$ cat config.mk
export PLATFORM = sky130hd
export DESIGN_NAME = mips_instruction_buffer_flat
export DESIGN_NICKNAME = d
export VERILOG_FILES = /design/src/rtl/mips_instruction_buffer_if.sv /design/src/rtl/mips_instruction_buffer.sv /design/src/flat_wrapper.sv
export SDC_FILE = /design/constraint.sdc
export NUM_CORES = 1
export LEC_CHECK = 0
export BUFFER_PORTS_ARGS = -buffer_cell sky130_fd_sc_hd__buf_2
export CAP_MARGIN = 20
export CORE_MARGIN = 3
export CORE_UTILIZATION = 50
export CTS_BUF_LIST = sky130_fd_sc_hd__clkbuf_4 sky130_fd_sc_hd__clkbuf_8 sky130_fd_sc_hd__clkbuf_16
export CTS_CLUSTER_DIAMETER = 200
export DETAILED_ROUTE_END_ITERATION = 8
export HOLD_SLACK_MARGIN = 0.1
export PLACE_DENSITY = 0.85
export SLEW_MARGIN = 20
export SYNTH_ARGS = -nofsm -noshare
export SYNTH_HDL_FRONTEND = slang
export SYNTH_SLANG_ARGS = --single-unit
$ cat constraint.sdc
create_clock -name clk -period 2.5 [get_ports clk]
set_clock_uncertainty 0.05 [all_clocks]
set_input_delay 0.5 -clock clk [delete_from_list [all_inputs] [get_ports clk]]
set_output_delay 0.5 -clock clk [all_outputs]
set_load 0.1 [all_outputs]
$ cat src/rtl/mips_instruction_buffer_if.sv
`default_nettype none
// ============================================================================
//  Module      : mips_instruction_buffer_if
//  Description : Handshake bundle between the memory read port, the
//                instruction buffer and the decode stage.
//  Revision    : 1.0 - initial release
// ============================================================================
interface mips_instruction_buffer_if #(
    parameter int WIDTH = 32,
    parameter int DEPTH = 4
);
    logic                         flush;
    logic                         in_valid;
    logic [WIDTH-1:0]             in_data;
    logic                         in_ready;
    logic                         out_valid;
    logic [WIDTH-1:0]             out_data;
    logic                         out_ready;
    logic [$clog2(DEPTH+1)-1:0]   count;

    // Side driving memory words in and consuming them at decode
    modport master (
        output flush,
        output in_valid,
        output in_data,
        output out_ready,
        input  in_ready,
        input  out_valid,
        input  out_data,
        input  count
    );

    // The buffer itself
    modport slave (
        input  flush,
        input  in_valid,
        input  in_data,
        input  out_ready,
        output in_ready,
        output out_valid,
        output out_data,
        output count
    );
endinterface
`default_nettype wire

$ cat src/rtl/mips_instruction_buffer.sv
`default_nettype none
// ============================================================================
//  Module      : mips_instruction_buffer
//  Description : Circular instruction holding queue between the memory read
//                port and decode, with flush and optional empty-bypass.
//  Revision    : 1.0 - initial release
// ============================================================================
module mips_instruction_buffer #(
    parameter int WIDTH  = 32,
    parameter int DEPTH  = 4,
    parameter int BYPASS = 1
) (
    input  wire logic               clk,
    input  wire logic               reset,
    mips_instruction_buffer_if.slave bus
);
    localparam int                 c_CNT_W     = $clog2(DEPTH + 1);
    localparam int                 c_PTR_W     = (DEPTH > 1) ? $clog2(DEPTH) : 1;
    localparam logic [c_CNT_W-1:0] c_DEPTH_CNT = c_CNT_W'(DEPTH);
    localparam logic [c_PTR_W-1:0] c_LAST_PTR  = c_PTR_W'(DEPTH - 1);
    localparam logic               c_BYPASS    = (BYPASS != 0);

    // Storage is deliberately left unreset; validity is tracked by r_count
    logic [WIDTH-1:0]   r_mem [DEPTH];
    logic [c_PTR_W-1:0] r_wp;
    logic [c_PTR_W-1:0] r_rp;
    logic [c_CNT_W-1:0] r_count;

    logic               w_empty;
    logic               w_full;
    logic               w_in_ready;
    logic               w_out_valid;
    logic               w_bypass;
    logic               w_push;
    logic               w_pop;
    logic [WIDTH-1:0]   w_out_data;

    // Pointer increment modulo DEPTH (DEPTH need not be a power of two)
    function automatic logic [c_PTR_W-1:0] ptr_next(input logic [c_PTR_W-1:0] p);
        return (p == c_LAST_PTR) ? '0 : p + 1'b1;
    endfunction

    assign w_empty = (r_count == '0);
    assign w_full  = (r_count == c_DEPTH_CNT);

    // Readiness looks only at stored occupancy so out_ready never reaches in_ready
    assign w_in_ready  = ~w_full & ~bus.flush & ~reset;
    assign w_out_valid = ~reset & ~bus.flush & (~w_empty | (c_BYPASS & bus.in_valid));

    // A bypassed word goes straight to decode and is never stored
    assign w_bypass = c_BYPASS & w_empty & bus.in_valid & bus.out_ready & w_in_ready;
    assign w_push   = bus.in_valid & w_in_ready & ~w_bypass;
    assign w_pop    = w_out_valid & bus.out_ready & ~w_empty;

    // Head selection: stored head, else bypassed input, else zero
    always_comb begin
        w_out_data = '0;
        if (w_out_valid) begin
            if (!w_empty) begin
                w_out_data = r_mem[r_rp];
            end else begin
                w_out_data = bus.in_data;
            end
        end
    end

    // Write accepted words into the slot at the write pointer
    always_ff @(posedge clk) begin
        if (w_push) begin
            r_mem[r_wp] <= bus.in_data;
        end
    end

    // Pointer and occupancy bookkeeping; flush outranks push and pop
    always_ff @(posedge clk or posedge reset) begin
        if (reset) begin
            r_wp    <= '0;
            r_rp    <= '0;
            r_count <= '0;
        end else if (bus.flush) begin
            r_wp    <= '0;
            r_rp    <= '0;
            r_count <= '0;
        end else begin
            if (w_push) begin
                r_wp <= ptr_next(r_wp);
            end
            if (w_pop) begin
                r_rp <= ptr_next(r_rp);
            end
            case ({w_push, w_pop})
                2'b10:   r_count <= r_count + 1'b1;
                2'b01:   r_count <= r_count - 1'b1;
                default: r_count <= r_count;
            endcase
        end
    end

    assign bus.in_ready  = w_in_ready;
    assign bus.out_valid = w_out_valid;
    assign bus.out_data  = w_out_data;
    assign bus.count     = r_count;

endmodule
`default_nettype wire

$ cat src/flat_wrapper.sv
// flat-port wrapper written by rule: the top's interface ports become plain ports
module mips_instruction_buffer_flat 
#(
    parameter int WIDTH  = 32,
    parameter int DEPTH  = 4,
    parameter int BYPASS = 1
)
  (clk, reset, bus_flush, bus_in_valid, bus_in_data, bus_out_ready, bus_in_ready, bus_out_valid, bus_out_data, bus_count);
  mips_instruction_buffer_if #(.WIDTH(WIDTH), .DEPTH(DEPTH)) bus_i ();
  input  wire logic clk;
  input  wire logic reset;
  input wire logic [$bits(bus_i.flush)-1:0] bus_flush;
  input wire logic [$bits(bus_i.in_valid)-1:0] bus_in_valid;
  input wire logic [$bits(bus_i.in_data)-1:0] bus_in_data;
  input wire logic [$bits(bus_i.out_ready)-1:0] bus_out_ready;
  output wire logic [$bits(bus_i.in_ready)-1:0] bus_in_ready;
  output wire logic [$bits(bus_i.out_valid)-1:0] bus_out_valid;
  output wire logic [$bits(bus_i.out_data)-1:0] bus_out_data;
  output wire logic [$bits(bus_i.count)-1:0] bus_count;
  assign bus_i.flush = bus_flush;
  assign bus_i.in_valid = bus_in_valid;
  assign bus_i.in_data = bus_in_data;
  assign bus_i.out_ready = bus_out_ready;
  assign bus_in_ready = bus_i.in_ready;
  assign bus_out_valid = bus_i.out_valid;
  assign bus_out_data = bus_i.out_data;
  assign bus_count = bus_i.count;
  mips_instruction_buffer #(.WIDTH(WIDTH), .DEPTH(DEPTH), .BYPASS(BYPASS)) u_core (.clk(clk), .reset(reset), .bus(bus_i));
endmodule
==> summary.txt, run 1 <==
Route
  • Drt pass-1 iters: 4
  • Via count: 3,458
  • WL/cell: 24.20 um
  • Avg Vias per Cell: 5.851
  • Final Routed Wirelength: 14,300 um
  • DR iter-0 viols: 232
  • Residual DRC: 0
  • ANT nets after route: 0

STA
  • Final hold vios: 0
  • Fin. max-slew vios: 0
  • Relative slew slack: 67.19%
  • Fmax: 0.3669 GHz
  • RSZ-0062 raised after global routing: yes
  • Final setup violation count: 33
  • Setup WS post-layout: -225.5 ps
  • Final worst-path cycle share: 109.0%
  • Hold slack: 152.1 ps
  • Least-Margin Pin Slew: 495.5 ps
  • Post-layout min period: 2726 ps

Critical path
  • Max incr delay on CP: 470 ps
  • Crit path launch type: flop
  • R2R Setup Slk: 90 ps
  • R2R Path End: u_core.bus.count[2]
  • Most frequent CP cell: buf_12
  • WS Path Type: reg -> out
  • Critical R2R Launch: u_core.bus.count[2]
  • Critical path peak fanout: 6
  • Crit-path cells: or3_4 -> o21ai_4 -> buf_4 -> buf_12 -> a21oi_4 -> buf_12
  • Critical path endpoint category: output pin
  • Reg2Reg Depth: 10
  • Slowest cell on crit path: dfrtp_4
  • Worst Path Required: 1950 ps
  • WP data arrival: 2180 ps

Power and ir drop
  • Leak pwr: 2.799 nW
  • Peak supply drop: 0.6026 mV
  • Cell Pwr Density: 785.1 nW/um^2

Placement
  • Placed Area: 6688 um^2
  • Pre-CTS setup slack: 57.62 ps
  • Placed cell count: 543
  • Routability Congestion: 0.7668
  • Port bufs: 73
  • HPWL Detailed: 7411 um

Floorplan
  • Die W: 111.9 um
  • Std-Cell Core Area: 10,890 um^2
  • Die height: 111.9 um
  • Top-Level Pins: 74
  • Number of core rows: 38
  • DIE AREA: 12,520 um^2
  • Initial Util: 51.51%

Clocking
  • Clk Tree Root Cell: clkbuf_8
  • Sink Count: 135
  • Clock Pin Slew Worst Setup and Hold Paths: 70 ps
  • H-tree Lvls: 4
  • Max clock buf depth: 2
  • CTS tree: done
  • Clock buffer count from CTS: 17
  • Clock latency on the worst-skew pair: 520 ps

Logic synthesis
  • Cell count after synthesis: 328
  • Commonest cells post-synth: edfxtp_1, nand2_1, a21oi_1
  • Synthesis Warnings: 0
  • Avg Cell Area, Syn: 17.10 um^2
  • Netlist Area Pre-Place: 5608 um^2
  • Synth async-reset ratio: 5.185%
  • Most frequent cell after synthesis: edfxtp_1
  • Synth Flop Type: edfxtp_1
  • Count of state elements after synthesis: 135
  • Synth top area share: 68.54%
  • Yosys top cell by area: edfxtp_1
  • EDFF count, synth: 128
  • Mapped Nets: 371
  • Synth cell types: 29
  • Synth area leaders: edfxtp_1, mux4_2, nand2_1
  • Register area share after synthesis: 71.66%

Flow run
  • Max Cap Viol: 0

Worst hold path
  • Hold path cells: 1
  • Hold/Removal Path Class: in -> reg
  • Hold endpoint: u_core.r_mem[0][23]
  • Hold path start: bus_in_data[23]

Layout
  • Final instance area: 8150 um^2
  • Non-Filler Instances: 591
  • Antenna cells: 0
  • Layout area overhead: 45.34%
  • Area of the multi-input gates: 1931 um^2
  • Nets: 481
  • Area occupied by registers: 4035 um^2
  • Final Util: 74.86%
  • Share of cells above drive strength 1: 54.32%
  • FILL cells: 569

Status
  • Outcome: finished, violations left
  • Violated checks: negative setup slack

GRT
  • First-pass GRT wire length: 21,020 um
  • Largest net degree at the start of global routing: 24
  • Grt total ovfl: 0
  • Initial antenna violation count: 1
  • Vias in the first global route: 3,755
  • GR Util All Layers: 22.71%
through the flow:
stage                     setup TNS (ps)  power (W)
after floorplan                    -2649   0.003321
after global placement                 0   0.003515
after global routing               -7988   0.006566
final                              -6002   0.006399
after CTS                          -7199   0.006269
after detailed placement               0   0.003539
final cells by class:
cell class	instances	share of cell area (%)
Inverter	5	0.2763
Tap cell	140	2.149
Clock inverter	15	2.395
Timing Repair Buffer	109	16.90
Clock buffer	17	5.081
Multi-Input combinational cell	170	23.69
Sequential cell	135	49.51
routing by layer:
| layer | vias to the layer above | wire length (um) | GRT usage [%] |
|---|---|---|---|
| met1 | 1782 | 5552 | 27.43 |
| met3 | 26 | 882 | 6.522 |
| met2 | 156 | 7563 | 38.13 |
| li1 | 1492 | - | - |
| met4 | 2 | 296 | 10.14 |
| met5 | - | 8 | 0 |
registers in the layout (all words and copies together), names as in the netlist:
name	cells
u_core.r_rp	2
u_core.r_mem	128
u_core.bus.count	3
u_core.r_wp	2
report_power, final:
part / internal (W) / leakage, nW / switching [W]
logic: 0.000473 / 1.26 / 0.000844
registers: 0.00251 / 1.24 / 0.0000154
clock network: 0.00155 / 0.297 / 0.00101
worst max path at each step:
stage                         from                to
2_1_floorplan  u_core.bus.count[1]     bus_out_valid
3_3_place_gp   u_core.bus.count[1]  bus_out_data[31]
3_5_place_dp   u_core.bus.count[1]   bus_out_data[4]
4_1_cts        u_core.bus.count[0]     bus_out_valid
5_1_grt        u_core.bus.count[1]  bus_out_data[24]
6_report       u_core.bus.count[2]  bus_out_data[24]
placed cells by master (no fill, tap or decap), drive strengths merged:
| master | n |
|---|---|
| nor2b | 3 |
| and2 | 5 |
| xnor2 | 1 |
| a211oi | 1 |
| clkinvlp | 2 |
| or3b | 1 |
| clkbuf | 19 |
| mux2 | 3 |
| nor3 | 1 |
| buf | 106 |
| inv | 8 |
| or3 | 2 |
| edfxtp | 128 |
| nand2b | 1 |
| nand2 | 65 |
| a21oi | 33 |
| dlygate4sd3 | 1 |
| nor2 | 7 |
| o21ai | 1 |
| mux4 | 32 |
| a221o | 1 |
| nand3 | 2 |
| o2111a | 1 |
| mux2i | 4 |
| fa | 1 |
| bufinv | 3 |
| dfrtp | 7 |
| ha | 5 |
| clkinv | 7 |
logic make-up (layout without fill, tap and decap cells):
| kind of cell | Yosys count | after routing | share of synthesized area (%) |
|---|---|---|---|
| flip-flops | 135 | 135 | 71.66 |
| AND/OR/NAND/NOR | 87 | 87 | 6.827 |
| multiplexers | 39 | 39 | 14.30 |
| AO/OA/AOI/OAI | 37 | 37 | 3.615 |
| buffers and inverters | 23 | 146 | 1.963 |
| adder cells (fa/ha/maj) | 6 | 6 | 1.473 |
| XOR/XNOR | 1 | 1 | 0.1562 |
critical path: cells and delay by family (launching register included):
kind,cells,cell delay [ps]
compound gates,2,280
buf+inv,3,490
flops,1,470
simple gates,1,410
repair_timing:
action	CTS	global route
gates cloned	3	3
setup endpoints to repair	34	35
hold buffers	1	0
setup buffers	8	5
gates resized for setup	149	34
pin swaps	2	3
endpoints found under the hold margin	7	0
(Power assumes the default switching activity.)
==> run 2, diff against run 1 <==
--- a/config.mk
+++ b/config.mk
@@ -8,12 +8,12 @@
 export BUFFER_PORTS_ARGS = -buffer_cell sky130_fd_sc_hd__buf_2
 export CAP_MARGIN = 20
 export CORE_MARGIN = 3
-export CORE_UTILIZATION = 50
+export CORE_UTILIZATION = 30
 export CTS_BUF_LIST = sky130_fd_sc_hd__clkbuf_4 sky130_fd_sc_hd__clkbuf_8 sky130_fd_sc_hd__clkbuf_16
 export CTS_CLUSTER_DIAMETER = 200
 export DETAILED_ROUTE_END_ITERATION = 8
 export HOLD_SLACK_MARGIN = 0.1
-export PLACE_DENSITY = 0.85
+export PLACE_DENSITY = 0.61
 export SLEW_MARGIN = 20
 export SYNTH_ARGS = -nofsm -noshare
 export SYNTH_HDL_FRONTEND = slang
==> summary.txt, run 2 (synthesized netlist as in run 1, its figures left out) <==
Route
  • WL/cell: 19.67 um (-19%)
  • Residual DRC: 0 (unchanged)
  • DR iter-0 viols: 165 (-29%)
  • Drt pass-1 iters: 4 (unchanged)
  • ANT nets after route: 0 (unchanged)
  • Via count: 3,303 (-4.5%)
  • Avg Vias per Cell: 4.843 (-17%)
  • Final Routed Wirelength: 13,420 um (-6.2%)

Power and ir drop
  • Peak supply drop: 0.5482 mV (-9.0%)
  • Cell Pwr Density: 785.5 nW/um^2 (about the same)
  • Leak pwr: 2.780 nW (-0.66%)

Layout
  • Max FFs per register: 128 (unchanged)
  • Commonest non-fill, non-tap cells in the layout: edfxtp_1, nand2_1, buf_2
  • Biggest register: u_core.r_mem
  • Share of cells above drive strength 1: 50.99% (-3.3 points)
  • Final Util: 44.95% (-30 points)
  • Antenna cells: 0 (unchanged)
  • Commonest non-fill, non-tap cell in the layout: edfxtp_1
  • Final instance area: 8158 um^2 (about the same)
  • Layout area overhead: 45.47% (about the same)
  • Nets: 483 (+0.42%)

Critical path
  • Critical path endpoint category: output pin
  • Critical path peak fanout: 4 (-2)
  • WP data arrival: 2050 ps (-130 ps)
  • Reg2Reg Depth: 7 (-3)
  • Crit path launch type: flop
  • Worst Path Required: 1950 ps (about the same)
  • WS Path Type: reg -> out

Placement
  • Pre-CTS setup slack: 28.66 ps (-28.96 ps)
  • Placed Area: 6860 um^2 (+2.6%)
  • Routability Congestion: 0.7155 (-6.7%)
  • Port bufs: 73 (unchanged)
  • HPWL Detailed: 8252 um (+11%)

Clocking
  • CTS tree: done
  • Sink Count: 135 (unchanged)
  • Clock buffer count from CTS: 17 (unchanged)
  • Clock Pin Slew Worst Setup and Hold Paths: 60 ps (about the same)
  • Max clock buf depth: 2 (unchanged)
  • H-tree Lvls: 4 (unchanged)
  • Clk Tree Root Cell: clkbuf_16
  • Clock latency on the worst-skew pair: 410 ps (-110 ps)

STA
  • Relative slew slack: 66.66% (-0.53 points)
  • Least-Margin Pin Slew: 503.5 ps (+8.013 ps)
  • Post-layout min period: 2604 ps (-121.3 ps)
  • RSZ-0062 raised after global routing: yes
  • Final setup violation count: 33 (unchanged)
  • Hold slack: 266.8 ps (+114.7 ps)
  • Setup tns final: -2658 ps (+3345 ps)
  • Setup WS post-layout: -104.2 ps (+121.3 ps)
  • Fin. max-slew vios: 0 (unchanged)
  • Final worst-path cycle share: 104.2% (-4.9 points)
  • Final hold vios: 0 (unchanged)
  • Fmax: 0.3840 GHz (+4.7%)

Flow run
  • Max Cap Viol: 0 (unchanged)

GRT
  • GR Util All Layers: 13.92% (-8.8 points)
  • Vias in the first global route: 3,577 (-4.7%)
  • Initial antenna violation count: 1 (unchanged)
  • Grt total ovfl: 0 (unchanged)
  • First-pass GRT wire length: 20,980 um (-0.20%)
  • Largest net degree at the start of global routing: 27 (+13%)

Floorplan
  • Die W: 142.7 um (+28%)
  • Die height: 142.7 um (+28%)
  • Top-Level Pins: 74 (unchanged)
  • Initial Util: 30.90% (-21 points)
  • Number of core rows: 49 (+29%)
  • DIE AREA: 20,370 um^2 (+63%)
  • Std-Cell Core Area: 18,150 um^2 (+67%)

Worst hold path
  • Hold path cells: 1 (unchanged)
  • Hold/Removal Path Class: in -> reg

Status
  • Outcome: finished, violations left
  • Violated checks: negative setup slack
==> run 2: changes by cell type in the layout (fill, tap and decap cells not counted), sizes merged <==
cell / delta
clkinvlp: +2
clkinv: -3
inv: -1
bufinv: +1
buf: +3
==> run 2: worst max-delay path, cell delays in order (launching register included) <==
cell and delay, ps:
dfrtp_4 470, or3_4 430, o21ai_4 180, buf_4 180, clkbuf_16 170, a21oi_4 40
buf_12 160
==> run 2: timing repair <==
item,4_1_cts,5_1_grt
setup endpoints to repair,35,35
pin swaps,3,4
hold buffers,1,0
setup buffers,6,0
cloned,4,1
gates resized for setup,118,24
hold endpoints to repair,7,0
==> run 2: worst paths after layout <==
check | start | end | slack [ps]
worst max-delay path | u_core.bus.count[2] | bus_out_data[4] | -100
worst min-delay path | bus_in_data[2] | u_core.r_mem[3][2] | 270
worst max register to register | u_core.bus.count[1] | u_core.bus.count[2] | 110
worst min register to register | u_core.r_wp[1] | u_core.r_wp[1] | 540
max in group asynchronous | reset | u_core.bus.count[2] | 1620
min in group asynchronous | reset | u_core.bus.count[0] | 540
==> run 2: area by class of cell <==
| cell class | instances | area [um^2] |
|---|---|---|
| Fill cell | 1584 | 9990 |
| Sequential cell | 135 | 4033 |
| Clock inverter | 14 | 198.9 |
| Tap cell | 229 | 286.5 |
| Timing Repair Buffer | 111 | 1309 |
| Clock buffer | 18 | 432.9 |
| Multi-Input combinational cell | 170 | 1876 |
| Inverter | 5 | 22.52 |
==> run 2: where the power goes <==
part	switching [W]	internal (W)	total (W)
clock	0.000951	0.00169	0.00264
sequential	0.0000101	0.00251	0.00252
combinational	0.000807	0.000441	0.00125
total	0.00177	0.00464	0.00641
==> run 2: routing by layer <==
metal	up-vias	routed length, um	global-route usage [%]
met3	14	692	4.990
met5	-	9	0
met1	1730	5707	17.56
li1	1493	-	-
met4	2	125	3.352
met2	64	6882	23.07
==> run 2: metrics by stage <==
stage / instances / power [W]
3_3_place_gp: 638 / 0.003550
5_1_grt: 682 / 0.006637
3_5_place_dp: 638 / 0.003562
2_1_floorplan: 328 / 0.003321
6_report: 682 / 0.006408
4_1_cts: 681 / 0.006423
